File: src/rtl/outputport.sv
// Router output port: registers one crossbar flit per cycle onto the link (1-cycle latency), tracking per-VC credits and packet ownership.
// Backpressure: flit_ready drops when the target VC has no credit or the flit breaks packet order; refused flits are dropped, never buffered.
module outputport #(
    parameter  int DATA_WIDTH = 64,
    parameter  int NUM_VC     = 5,
    parameter  int VC_DEPTH   = 5,
    localparam int CNT_W      = $clog2(VC_DEPTH + 1)
) (
    input  logic                  clk,
    input  logic                  reset,
    input  logic [DATA_WIDTH-1:0] flit_in,
    input  logic                  flit_valid,
    input  logic [NUM_VC-1:0]     flit_vc,
    input  logic                  flit_head,
    input  logic                  flit_tail,
    output logic                  flit_ready,
    input  logic [NUM_VC-1:0]     credit_in,
    output logic [DATA_WIDTH-1:0] flit_out,
    output logic [NUM_VC-1:0]     vcx_out,
    output logic [NUM_VC-1:0]     credit_avail,
    output logic [NUM_VC-1:0]     vc_busy,
    output logic                  err
);

    typedef enum logic {S_IDLE = 1'b0, S_ACTIVE = 1'b1} vc_state_t;

    vc_state_t             r_state     [NUM_VC];
    vc_state_t             w_state_nxt [NUM_VC];
    logic [CNT_W-1:0]      r_credit    [NUM_VC];
    logic [CNT_W-1:0]      w_credit_nxt[NUM_VC];
    logic [DATA_WIDTH-1:0] r_flit_out;
    logic [NUM_VC-1:0]     r_vcx_out;
    logic                  r_err;

    logic [NUM_VC-1:0]     w_credit_nz;
    logic [NUM_VC-1:0]     w_ovf;
    logic [NUM_VC-1:0]     w_acc_vec;
    logic                  w_onehot;
    logic                  w_sel_credit;
    logic                  w_sel_busy;
    logic                  w_state_ok;
    logic                  w_err_set;

    // A head may only open an idle VC; anything else must continue an owned one.
    assign w_onehot     = (flit_vc != '0) && ((flit_vc & (flit_vc - NUM_VC'(1))) == '0);
    assign w_sel_credit = |(flit_vc & w_credit_nz);
    assign w_sel_busy   = |(flit_vc & vc_busy);
    assign w_state_ok   = w_sel_busy ? ~flit_head : flit_head;
    assign flit_ready   = flit_valid & w_onehot & w_sel_credit & w_state_ok;
    assign w_acc_vec    = {NUM_VC{flit_ready}} & flit_vc;
    assign w_err_set    = (flit_valid & ~w_onehot)
                        | (flit_valid & w_onehot & ~w_state_ok)
                        | (|w_ovf);

    always_ff @(posedge clk) begin
        if (!reset) begin
            for (int i = 0; i < NUM_VC; i++) r_state[i] <= S_IDLE;
        end else begin
            for (int i = 0; i < NUM_VC; i++) r_state[i] <= w_state_nxt[i];
        end
    end

    always_comb begin
        for (int i = 0; i < NUM_VC; i++) begin
            w_state_nxt[i] = r_state[i];
            if (w_acc_vec[i]) begin
                case (r_state[i])
                    S_IDLE:   if (flit_head && !flit_tail) w_state_nxt[i] = S_ACTIVE;
                    S_ACTIVE: if (flit_tail) w_state_nxt[i] = S_IDLE;
                    default:  w_state_nxt[i] = S_IDLE;
                endcase
            end
        end
    end

    always_comb begin
        for (int i = 0; i < NUM_VC; i++) begin
            vc_busy[i] = (r_state[i] == S_ACTIVE);
        end
    end

    // A return with no send at full depth is an overflow; the counter saturates.
    always_comb begin
        for (int i = 0; i < NUM_VC; i++) begin
            w_ovf[i]        = 1'b0;
            w_credit_nxt[i] = r_credit[i];
            w_credit_nz[i]  = (r_credit[i] != '0);
            if (credit_in[i] && !w_acc_vec[i]) begin
                if (r_credit[i] == CNT_W'(VC_DEPTH)) w_ovf[i] = 1'b1;
                else                                 w_credit_nxt[i] = r_credit[i] + CNT_W'(1);
            end else if (!credit_in[i] && w_acc_vec[i]) begin
                w_credit_nxt[i] = r_credit[i] - CNT_W'(1);
            end
        end
    end

    always_ff @(posedge clk) begin
        if (!reset) begin
            for (int i = 0; i < NUM_VC; i++) r_credit[i] <= CNT_W'(VC_DEPTH);
            r_flit_out <= '0;
            r_vcx_out  <= '0;
            r_err      <= 1'b0;
        end else begin
            for (int i = 0; i < NUM_VC; i++) r_credit[i] <= w_credit_nxt[i];
            if (flit_ready) r_flit_out <= flit_in;
            r_vcx_out <= w_acc_vec;
            if (w_err_set) r_err <= 1'b1;
        end
    end

    assign flit_out     = r_flit_out;
    assign vcx_out      = r_vcx_out;
    assign credit_avail = w_credit_nz;
    assign err          = r_err;

endmodule
File: config.mk
export PLATFORM = sky130hd
export DESIGN_NAME = outputport
export DESIGN_NICKNAME = d
export VERILOG_FILES = /design/src/rtl/outputport.sv
export SDC_FILE = /design/constraint.sdc
export NUM_CORES = 1
export LEC_CHECK = 0
export ABC_AREA = 1
export CAP_MARGIN = 30
export CORE_ASPECT_RATIO = 0.8
export CORE_MARGIN = 2
export CORE_UTILIZATION = 35
export DETAILED_ROUTE_END_ITERATION = 10
export PLACE_DENSITY = 0.68
export RECOVER_POWER = 50
export SLEW_MARGIN = 20
export SYNTH_ARGS = -nofsm -noshare
export SYNTH_HDL_FRONTEND = slang
export SYNTH_SLANG_ARGS = --single-unit
File: constraint.sdc
create_clock -name clk -period 3.4 [get_ports clk]
set_input_delay 0.51 -clock clk [delete_from_list [all_inputs] [get_ports clk]]
set_output_delay 0.51 -clock clk [all_outputs]
set_load 0.01 [all_outputs]
==> results of run 1 <==
## sequential cells by signal (all words and copies together) (netlist names)
register / count
err: 1
vcx_out: 5
r_state: 5
flit_out: 64
r_credit: 15
## cells in the final DEF (no fill, tap or decap), drive strengths merged
cell type      synthesis  routed
clkinv                 4       4
buf                    8       5
nand3                 40      40
clkinvlp               0       2
o21ai                 74      74
fa                     5       5
nor2                 164     164
dfxtp                 90      90
inv                   40      41
o21bai                 1       1
nor3                   5       5
clkbuf                15      10
clkdlybuf4s50          0      77
nand2                 73      73
bufinv                 0       3
dlygate4sd3            0      81
a21oi                  6       6
## cell usage after synthesis
library cell	number	area share, %
a21oi_1	6	0.80
nor3_1	5	0.66
clkinv_1	4	0.40
nor2_2	4	0.66
nor2_1	159	16
dfxtp_1	90	48
o21bai_1	1	0.20
o21ai_1	19	2.5
fa_1	5	2.7
clkbuf_1	9	0.90
inv_2	7	0.70
nand2_2	6	0.99
nand3_2	6	1.6
buf_4	7	1.4
nand3_1	34	4.5
o21ai_0	55	7.3
nand2_1	67	6.7
buf_2	1	0.13
inv_1	33	3.3
clkbuf_2	6	0.80
nor2_4	1	0.30
## critical path: stages
cell and delay, ns:
dlygate4sd3_1 0.63, nand2_1 0.15, nand3_1 0.09, o21bai_1 0.15
nand2_1 0.11, nor2_4 0.20, nand2_2 0.10, inv_2 0.08
clkdlybuf4s50_1 0.53
## kinds of logic (layout without fill, tap and decap cells)
| family | after synthesis | after routing | synth area share [%] |
|---|---|---|---|
| AOI/OAI and AO/OA | 81 | 81 | 10.8 |
| buffers and inverters | 67 | 223 | 7.59 |
| and+or+nand+nor | 282 | 282 | 31.2 |
| adders and majority gates | 5 | 5 | 2.65 |
| DFF | 90 | 90 | 47.7 |
## routing by layer
| metal | track usage, % | up-vias | wire length [um] |
|---|---|---|---|
| met2 | 27.0 | 145 | 4480 |
| li1 | - | 1955 | - |
| met1 | 22.5 | 1738 | 4790 |
| met4 | 5.79 | 0 | 187 |
| met3 | 6.19 | 19 | 849 |
| met5 | 0 | - | 0 |
## final cells by class
type,instances,area (sq um)
flip-flops and latches,90,1800
multi-input cells,368,1670
fillers,954,4590
inverters,44,165
clock inverters,6,114
repair buffers,163,1620
well taps,140,175
clock buffers,10,229
## through the flow
stage,worst slack (ns),util [%],instance area (sq um),cells
finish,0.321,55.7,5770,821
global route,0.261,55.7,5770,821
CTS,0.410,55.8,5790,821
detailed placement,0.424,52.5,5440,805
global placement,0.502,52.5,5440,805
floorplan,1.40,-,3770,525
## power by group through the flow
stage	Sequential, uW	Combinational [uW]	Clock [uW]
after floorplan	1200	311	0
after global placement	1200	510	0
after detailed placement	1200	529	0
after CTS	1180	531	1160
after global routing	1180	588	1220
final	1170	516	1130
## path summary, 6_finish.rpt
| path | cells after the start | slack (ns) | start | endpoint |
|---|---|---|---|---|
| max | 9 | 0.32 | flit_vc[3] | flit_ready |
| min | 2 | 0.46 | r_credit[0][14]$_SDFFE_PN1P_ | r_credit[0][14]$_SDFFE_PN1P_ |
| max reg2reg | 15 | 1.15 | r_credit[0][3]$_SDFFE_PN1P_ | r_credit[0][5]$_SDFFE_PN1P_ |
| min reg2reg | 2 | 0.46 | r_credit[0][14]$_SDFFE_PN1P_ | r_credit[0][14]$_SDFFE_PN1P_ |
==> summary.md, run 1 <==
| Metric | Value |
|---|---|
| Worst hold-check path type | flip-flop to flip-flop |
| Pwr/cell area | 489 nW/um^2 |
| DR vias/cell | 4.70 |
| Syn Inst Count | 525 |
| Switching share of power | 26.1% |
| CTS max path bufs | 2 |
| Final Wtd Congestion | 0.890 |
| Clk slew on worst S/H paths | 0.06 ns |
| Port Buf Inserts | 159 |
| DP HPWL | 7460 um |
| Latest clock arrival within the worst-skew pair | 0.33 ns |
| Syn_area_per_cell | 7.19 sq um |
| Post-Syn Nets | 609 |
| Slew headroom | 49.9% |
| Register bit total from synthesis | 90 |
| Initial antenna violation count | 0 |
| CP arrival | 2.57 ns |
| Layout net count | 760 |
| Startpoint types | primary input |
| Final ANT Viol Nets | 0 |
| Worst EP required | 2.89 ns |
| Remaining global-route overflow | 0 |
| Fin crit share | 90.6% |
| Number of cell rows | 33 |
| Die Area | 11600 sq um |
| Largest net degree at the start of global routing | 65 |
| Area delta synth->final | 53.0% |
| Worst hold margin | 0.458 ns |
| DRC violations left | 0 |
| Die H | 96.9 um |
| Net Switching | 738 uW |
| WL final | 10300 um |
| Final Max Tran Viols | 0 |
| Clock share of power | 40.1% |
| Mapped cell area | 3770 sq um |
| Ant diodes | 0 |
| CTS tree | yes |
| Leak | 0.00265 uW |
| Combinational power share | 18.3% |
| Skew final | 0.00454 ns |
| Crit path max fanout | 7 |
| Register share of total power | 41.6% |
| Postcts setup bufs | 0 |
| Setup violators final | 0 |
| Die Wd | 120 um |
| Wire per inst | 12.6 um |
| Sequential fraction of the synthesis area | 47.7% |
| Placeable Area | 10400 sq um |
| H-Tree Depth | 3 |
| CP Capture Type | output port |
| Final Power | 2820 uW |
| Number of global-route vias before repair | 3575 |
| CTS Hold Bufs | 0 |
| Final min period | 3.08 ns |
| Starting density of the core | 36.4% |
| # IOs | 160 |
| Worst IR Drop VDD | 0.000246 V |
| Max Clock Freq | 0.325 GHz |
| Critical path class | primary input to output port |
| Status | complete, no violations |
| DR pass1 iterations | 5 |
| Synth cell types | 21 |
| # clock sinks | 90 |
| Slew @ Worst Pin | 0.752 ns |
| GR Util All Layers | 17.4% |
| RSZ-0062 raised after global routing | false |
| TritonCTS buffer count | 9 |
| Maxcap violations | 0 |
| Internal Power | 2090 uW |
| First-pass GRT wire length | 16800 um |
| CTS resizes | 0 |
| Detailed Route Iter0 Violations | 298 |
| Clk root buf | clkbuf_16 |
| Share of layout cells above drive strength 1 | 6.02% |
| Final hold viol count | 0 |
| Final TNS setup | 0 ns |
| DR vias | 3857 |
| YS warnings | 0 |
Power figures use the tool's default switching activity.
==> run 2, diff against run 1 <==
CORE_UTILIZATION = 45   (was 35)
PLACE_DENSITY = 0.84   (was 0.68)
SETUP_SLACK_MARGIN = 0.5   (was unset)
==> run 2 against run 1 <==
Compared with the run above:
- non-clock buffer count grew 1
- first-iteration DRC count shrank 38%
- hold slack improved by 0.012 ns
- critical path depth stayed put
- cell count is 3.9% lower
- fmax rose by 3.7%
- clock power shrank 36%
==> summary.md, run 2 (same netlist as run 1, synthesis figures left out) <==
| Metric | Value |
|---|---|
| Status | complete, no violations |
| Crit path largest cell delay | 0.62 ns |
| Remaining global-route overflow | 0 |
| R2R setup slack | 1.05 ns |
| Port Buf Inserts | 159 |
| TritonCTS buffer count | 9 |
| Critical path class | primary input to output port |
| Sequential cell area | 1800 sq um |
| Clk root buf | clkbuf_8 |
| DR pass1 iterations | 4 |
| Die H | 85.9 um |
| Switching share of power | 29.5% |
| Leak | 0.00261 uW |
| GR Util All Layers | 22.6% |
| Slew @ Worst Pin | 0.668 ns |
| Number of global-route vias before repair | 3617 |
| Clock share of power | 29.7% |
| # clock sinks | 90 |
| Clk slew on worst S/H paths | 0.09 ns |
| CTS tree | yes |
| Setup violators final | 0 |
| Critical-path cell list | dlygate4sd3_1, nand2_1, nand3_1, o21bai_1, nand2_1, nor2_1, nand2_2, inv_2, clkdlybuf4s50_1 |
| Fin crit share | 87.3% |
| Starting density of the core | 47.1% |
| Startpoint types | primary input |
| Combinational power share | 21.7% |
| CP max stage cell | dlygate4sd3_1 |
| DRC violations left | 0 |
| Layout net count | 761 |
| Area of the multi-input gates | 1660 sq um |
| Die Wd | 106 um |
| CP Capture Type | output port |
| DR vias | 3894 |
| Final Wtd Congestion | 0.869 |
| Skew final | 0.0116 ns |
| Max reg flops | 64 |
| Post-Place Setup Slack | 0.447 ns |
| DP HPWL | 7500 um |
| Largest net degree at the start of global routing | 65 |
| Internal Power | 1710 uW |
| First-pass GRT wire length | 16700 um |
| Commonest non-fill, non-tap cell in the layout | nor2_1 |
| WL final | 10400 um |
| Register share of total power | 48.6% |
| Fillers | 670 |
| Max Clock Freq | 0.337 GHz |
| Initial antenna violation count | 0 |
| Final hold viol count | 0 |
| Share of layout cells above drive strength 1 | 5.87% |
| RSZ-0062 raised after global routing | false |
| Die Area | 9140 sq um |
| Commonest cells after routing, fill and taps aside | nor2_1 (160), dfxtp_1 (90), dlygate4sd3_1 (80) |
| Final worst setup slack | 0.431 ns |
| Latest clock arrival within the worst-skew pair | 0.35 ns |
| Ant diodes | 0 |
| DR vias/cell | 4.94 |
| Maxcap violations | 0 |
| Final ANT Viol Nets | 0 |
| CP arrival | 2.46 ns |
| Placeable Area | 8020 sq um |
| Final Max Tran Viols | 0 |
| Final TNS setup | 0 ns |
| CTS max path bufs | 2 |
| Net Switching | 713 uW |
| Wire per inst | 13.2 um |
| Crit path max fanout | 5 |
| H-Tree Depth | 3 |
| Final min period | 2.97 ns |
| Slew headroom | 55.4% |
| Most Frequent Cell on Critical Path | nand2_1 |
| # IOs | 160 |
| Pwr/cell area | 432 nW/um^2 |
| Area delta synth->final | 48.3% |
| Worst EP required | 2.89 ns |
| Number of cell rows | 29 |
| Detailed Route Iter0 Violations | 184 |
| Worst IR Drop VDD | 0.000260 V |
| Worst hold-check path type | flip-flop to flip-flop |
run 2: changes by cell type in the layout (fill, tap and decap cells not counted), moves of 2 or more:
cell	before	now
bufinv_16	3	1
clkbuf_16	9	0
clkbuf_8	0	9
dlymetal6s2s_1	0	2
run 2: power groups by stage:
stage,combinational [uW],sequential [uW],clock (uW)
after detailed placement,532,1200,0
after global placement,503,1200,0
after floorplan,311,1200,0
final,525,1180,719
after CTS,534,1180,741
after global routing,597,1190,783
run 2: area by class of cell:
cell class,count,area share (%)
clock buffer,9,2.21
clock inverter,6,1.21
inverter,44,2.95
multi-input combinational,368,29.7
sequential,90,32.2
tap,108,2.41
timing repair buffer,164,29.3
run 2: repair_timing:
| item | CTS | global route |
|---|---|---|
| resized for setup | 0 | 3 |
| buffers inserted | 1 | 0 |
| endpoints found under the setup margin | 1 | 1 |
| hold buffers | 0 | 0 |
| pin swaps | 1 | 0 |
run 2: through the flow:
step	std cells	area, sq um	hold slack (ns)	util [%]	total power, uW
final	789	5600	0.470	69.8	2420
after global routing	789	5600	0.507	69.8	2570
after CTS	788	5600	0.477	69.8	2450
after detailed placement	772	5400	0.451	67.3	1730
after global placement	772	5400	0.440	67.3	1700
after floorplan	525	3770	0.428	-	1510
run 2: critical path: cells and delay by family:
family | cells | cell delay (ns)
AND/OR/NAND/NOR | 5 | 0.59
buffers and inverters | 3 | 1.23
AO/OA/AOI/OAI | 1 | 0.12
run 2: metal layers:
layer  track usage [%]  part of all wire [%]
met2              39.0                    48
met1              27.8                    44
met4              8.01                   1.6
met5                 0                     0
met3              5.32                   6.6
run 2: path summary, 6_finish.rpt:
kind / from / to / cells after the start
worst max-delay path: flit_vc[0] / flit_ready / 9
worst min-delay path: r_credit[0][11]$_SDFFE_PN1P_ / r_credit[0][11]$_SDFFE_PN1P_ / 2
worst max register to register: r_state[0][1]$_SDFFE_PN0P_ / r_credit[0][11]$_SDFFE_PN1P_ / 16
worst min register to register: r_credit[0][11]$_SDFFE_PN1P_ / r_credit[0][11]$_SDFFE_PN1P_ / 2
==> RTL change 1: new RTL, config.mk and constraints of run 1 <==
Reset style: asynchronous (`reset`), changed in 2 clocked blocks.
--- a/src/rtl/outputport.sv
+++ b/src/rtl/outputport.sv
@@ -53,5 +53,5 @@
                         | (|w_ovf);
 
-    always_ff @(posedge clk) begin
+    always_ff @(posedge clk or negedge reset) begin
         if (!reset) begin
             for (int i = 0; i < NUM_VC; i++) r_state[i] <= S_IDLE;
@@ -95,5 +95,5 @@
     end
 
-    always_ff @(posedge clk) begin
+    always_ff @(posedge clk or negedge reset) begin
         if (!reset) begin
             for (int i = 0; i < NUM_VC; i++) r_credit[i] <= CNT_W'(VC_DEPTH);
Function: differs if reset is asserted again (counterexample within 4 cycles, from zero or initial values and one cycle with reset low); with reset held inactive, the same outputs for 4 cycles.
==> RTL change 1 against run 1 <==
The run now ends with capacitance limit, slew limit left. Area after synthesis rose by 5.7%. Wire length rose by 2.5%. Sequential cell count did not move. Cell area rose by 4.2%. Global-route usage rose by 0.12 points. Worst setup slack improved by 220 ps.
Power is not compared: it rests on default switching activity, and its combinational part moved more than twofold at a synthesized area within 25%.
==> RTL change 1: results (changes against run 1) <==
stage,metric,value,unit,change
status,outcome,"complete, but fails checks",,"was finished, final reports clean"
status,violations,"capacitance limit, slew limit",,
global_route,use_met1,0.2303,,was 0.2251
critical_path,critPathMaxFanout,6,,was 7
cells_and_area,drive_gt1_frac,0.07087,,was 0.06021
cells_and_area,nFillCells,992,,was 954
route,vias_per_cell,4.548,,was 4.698
hold_path,whs_endpoint,r_credit[2]$_DFFE_PN1P_,,was r_credit[0][14]$_SDFFE_PN1P_
job,max_cap_viol_count,1,,was 0
route,route.met2.wl,4864,um,was 4479 um
logic_synthesis,yosysUniqueCellTypes,23,,was 21
global_route,grtUsageTotal,0.1755,,was 0.1743
critical_path,worstPathArrival,2350,ps,was 2570 ps
logic_synthesis,synth.area.top_cells,"dfrtp_1, nand2_1, dfstp_2",,"was dfxtp_1, nor2_1, o21ai_0"
critical_path,slowest_delay,560,ps,was 630 ps
logic_synthesis,ys.flop_type,dfrtp_1,,was dfxtp_1
critical_path,startpoint,flit_vc[1],,was flit_vc[3]
critical_path,r2r_start,r_credit[12]$_DFFE_PN1P_,,was r_credit[0][3]$_SDFFE_PN1P_
logic_synthesis,netlist_top_cells_count,"nand2_1, dfrtp_1, inv_1",,"was nor2_1, dfxtp_1, nand2_1"
route,dr.pass1.iters,4,,was 5
logic_synthesis,ys_seq_area_frac,0.5678,,was 0.4775
cells_and_area,nNetsFinal,714,,was 760
critical_path,crit_slowest_cell,clkdlybuf4s50_1,,was dlygate4sd3_1
route,wl_met1,4926,um,was 4788 um
critical_path,r2r_cells,12,,was 15
route,dr.first_iter.drc_count,126,,was 298
sta,slew_violations,40,,was 0
global_route,grt_pass1_vias,3481,,was 3575
critical_path,r2r_slack,1050,ps,was 1150 ps
critical_path,r2r_end,r_credit[13]$_DFFE_PN0P_,,was r_credit[0][5]$_SDFFE_PN1P_
[RTL change 1: cell count changes after synthesis, sizes merged, moves of 5 or more]
cell | run 1 | this run
dfrtp | 0 | 80
o21ai | 74 | 7
nand2 | 73 | 245
nor2 | 164 | 13
nand4 | 0 | 10
dfxtp | 90 | 0
inv | 40 | 32
clkbuf | 15 | 4
xor2 | 0 | 5
nand3 | 40 | 27
dfstp | 0 | 10
nand3b | 0 | 5
[RTL change 1: power by group]
group          switching, mW  internal (mW)
registers              0.315           1.61
logic                  0.936           1.06
clock network          0.414          0.612
total                   1.67           3.28
[RTL change 1: through the flow]
step | cell area, um^2 | hold WS, ps | cells | worst slack [ps]
global placement | 5709 | 451.2 | 763 | 552.7
floorplan | 3989 | 214.4 | 470 | 1331
global route | 6016 | 475.9 | 779 | 343.5
finish | 6016 | 462.8 | 779 | 538.4
CTS | 6025 | 148.0 | 779 | 534.1
detailed placement | 5709 | 457.3 | 763 | 531.9
[RTL change 1: area by class of cell]
class	count	area (um^2)	share of cell area
tap	144	180.2	0.02995
clock buffer	11	252.7	0.04201
multi-input combinational	332	1510	0.2510
clock inverter	5	62.56	0.01040
timing repair buffer	165	1625	0.2702
inverter	32	120.1	0.01997
sequential	90	2265	0.3765
[RTL change 1: cell families (layout without fill, tap and decap cells)]
kind of cell	Yosys count	in the layout	synth area share
DFF	90	90	0.5678
adders and majority gates	5	5	0.02510
AOI/OAI and AO/OA	19	19	0.02509
buffers and inverters	48	213	0.05426
xor gates and xnor gates	5	5	0.01098
and+or+nand+nor	303	303	0.3168
[RTL change 1: critical path, delay by kind of cell]
family | cells | cell delay [ps]
buffers and inverters | 3 | 1130
AND/OR/NAND/NOR | 6 | 710
==> RTL change 2: new RTL, settings of run 1 <==
Made on the original files. The parameter `VC_DEPTH` goes from 5 to 6.
--- a/src/rtl/outputport.sv
+++ b/src/rtl/outputport.sv
@@ -4,5 +4,5 @@
     parameter  int DATA_WIDTH = 64,
     parameter  int NUM_VC     = 5,
-    parameter  int VC_DEPTH   = 5,
+    parameter  int VC_DEPTH   = 6,
     localparam int CNT_W      = $clog2(VC_DEPTH + 1)
 ) (
Function: changed (a bounded check fails within 10 cycles, from zero or initial values and one cycle with reset low).
==> RTL change 2 against run 1 <==
Worst setup slack improved by 52 ps. Utilization is 3.3 points lower. Register-to-register slack worse by 130 ps. Total power fell by 6.7%. Critical path depth is the same. Sequential cell count stayed put. Area after synthesis is 11% higher. Count of clock-buffer cells in the layout grew 3. First-iteration DRC count decreased by 49%. Wire length increased by 7.7%. Cell area grew 5.3%.
==> RTL change 2: results (changes against run 1) <==
stage,metric,value,unit,change
status,outcome,"finished, final reports clean",,unchanged
cells_and_area,nNetsFinal,753,,was 760
clock_network,path_clk_slew,60,ps,about the same
critical_path,critPathMaxFanout,7,,unchanged
critical_path,worstPathArrival,2520,ps,was 2570 ps
logic_synthesis,ys_seq_area_frac,0.4293,,was 0.4775
critical_path,r2r_end,r_credit[0][11]$_SDFFE_PN1P_,,was r_credit[0][5]$_SDFFE_PN1P_
global_route,grtUsageTotal,0.1702,,was 0.1743
logic_synthesis,syn_inst,515,,was 525
power_and_ir_drop,leakage,2.554,nW,was 2.646 nW
route,dr.first_iter.drc_count,151,,was 298
logic_synthesis,ys.flop_type,dfxtp_1,,unchanged
sta,hold_ws,455.5,ps,was 458.2 ps
place,gp_congestion,0.8120,,was 0.8899
global_route,grt_pass1_vias,3761,,was 3575
logic_synthesis,yosysUniqueCellTypes,29,,was 21
sta,fin_skew,8.418,ps,was 4.536 ps
sta,slew_violations,0,,unchanged
logic_synthesis,syn-num-nets,599,,was 609
route,dr.pass1.iters,4,,was 5
place,dp_slack,400.6,ps,was 423.9 ps
power_and_ir_drop,ir_drop,0.2297,mV,was 0.2462 mV
route,vias_per_cell,4.712,,was 4.698
global_route,grt_use_met2,0.2707,,was 0.2701
critical_path,r2r_cells,15,,unchanged
critical_path,r2r_start,r_credit[0][3]$_SDFFE_PN0P_,,was r_credit[0][3]$_SDFFE_PN1P_
sta,worst_pin_slew,674.3,ps,was 751.8 ps
cells_and_area,drive_gt1_frac,0.2047,,was 0.06021
route,wl_per_cell,13.51,um,was 12.55 um
logic_synthesis,synth.area.top_cells,"dfxtp_1, nand2_1, a21oi_2",,"was dfxtp_1, nor2_1, o21ai_0"
global_route,grt_pass1_wl,17830,um,was 16770 um
global_route,use_met1,0.2097,,was 0.2251
critical_path,r2r_slack,1020,ps,was 1150 ps
logic_synthesis,synth_compound_area_frac,0.1470,,was 0.1081
logic_synthesis,netlist_top_cells_count,"nand2_1, dfxtp_1, nand2_2",,"was nor2_1, dfxtp_1, nand2_1"
place,dp_cells,806,,was 805
place,hpwl,8177,um,was 7462 um
power_and_ir_drop,p_int,1.886,mW,was 2.086 mW
logic_synthesis,synthArstFlopShare,0,,unchanged
critical_path,startpoint,flit_vc[0],,was flit_vc[3]
global_route,grtUsageMet3,0.07749,,was 0.06191
==> RTL change 2: routing by layer <==
| metal | up-vias | part of all wire |
|---|---|---|
| met5 | - | 0 |
| met4 | 0 | 0.015 |
| met3 | 12 | 0.11 |
| met2 | 131 | 0.44 |
| met1 | 1781 | 0.43 |
| li1 | 1949 | - |
==> RTL change 2: cells by family (layout without fill, tap and decap cells) <==
| family | count (synthesis) | after routing |
|---|---|---|
| flip-flops | 90 | 90 |
| AO/OA/AOI/OAI | 82 | 82 |
| AND/OR/NAND/NOR | 278 | 278 |
| adder cells (fa/ha/maj) | 5 | 5 |
| buffers and inverters | 60 | 219 |
==> RTL change 2: final cells by class <==
type                            instances  area, um^2
Clock buffer                           13       250.2
Fill cell                            1059        5525
Sequential cell                        90        1802
Inverter                               37       141.4
Clock inverter                          3       23.77
Timing Repair Buffer                  166        1644
Tap cell                              148       185.2
Multi-Input combinational cell        365        2033
==> RTL change 2: per-stage QoR <==
stage | power (mW) | util | area [um^2]
2_1_floorplan | 1.524 | - | 4197
3_5_place_dp | 1.744 | 0.5024 | 5831
6_report | 2.634 | 0.5239 | 6080
3_3_place_gp | 1.712 | 0.5024 | 5831
5_1_grt | 2.790 | 0.5239 | 6080
4_1_cts | 2.683 | 0.5260 | 6105
==> RTL change 2: power groups by stage <==
stage / Sequential (mW) / Clock (mW) / Combinational, mW
2_1_floorplan: 1.19 / 0 / 0.334
3_3_place_gp: 1.19 / 0 / 0.524
3_5_place_dp: 1.19 / 0 / 0.550
4_1_cts: 1.17 / 0.958 / 0.553
5_1_grt: 1.18 / 1.00 / 0.609
6_report: 1.17 / 0.920 / 0.542
==> RTL change 2: worst reg2reg max path, stage by stage (launching register included) <==
cell     delay [ps]
dfxtp_1         350
nor2_1          110
nand2_1         120
nand2_1         100
nand3_1          80
nor2_1          170
nor2_4           80
nand3_1         270
nand2_1         160
fa_1            480
inv_1            70
nand2_1          50
nand2_1          80
nand2_1          60
nand2_1          50
nand3_1          60
==> RTL change 2: how the worst min path moves through the flow <==
stage / from / cells past startpoint / end
after global routing: r_credit[0][14]$_SDFFE_PN1P_ / 2 / r_credit[0][14]$_SDFFE_PN1P_
after global placement: r_credit[0][11]$_SDFFE_PN1P_ / 2 / r_credit[0][11]$_SDFFE_PN1P_
final: r_credit[0][14]$_SDFFE_PN1P_ / 2 / r_credit[0][14]$_SDFFE_PN1P_
after CTS: r_credit[0][14]$_SDFFE_PN1P_ / 2 / r_credit[0][14]$_SDFFE_PN1P_
after detailed placement: r_credit[0][14]$_SDFFE_PN1P_ / 2 / r_credit[0][14]$_SDFFE_PN1P_
after floorplan: r_credit[0][11]$_SDFFE_PN1P_ / 2 / r_credit[0][11]$_SDFFE_PN1P_
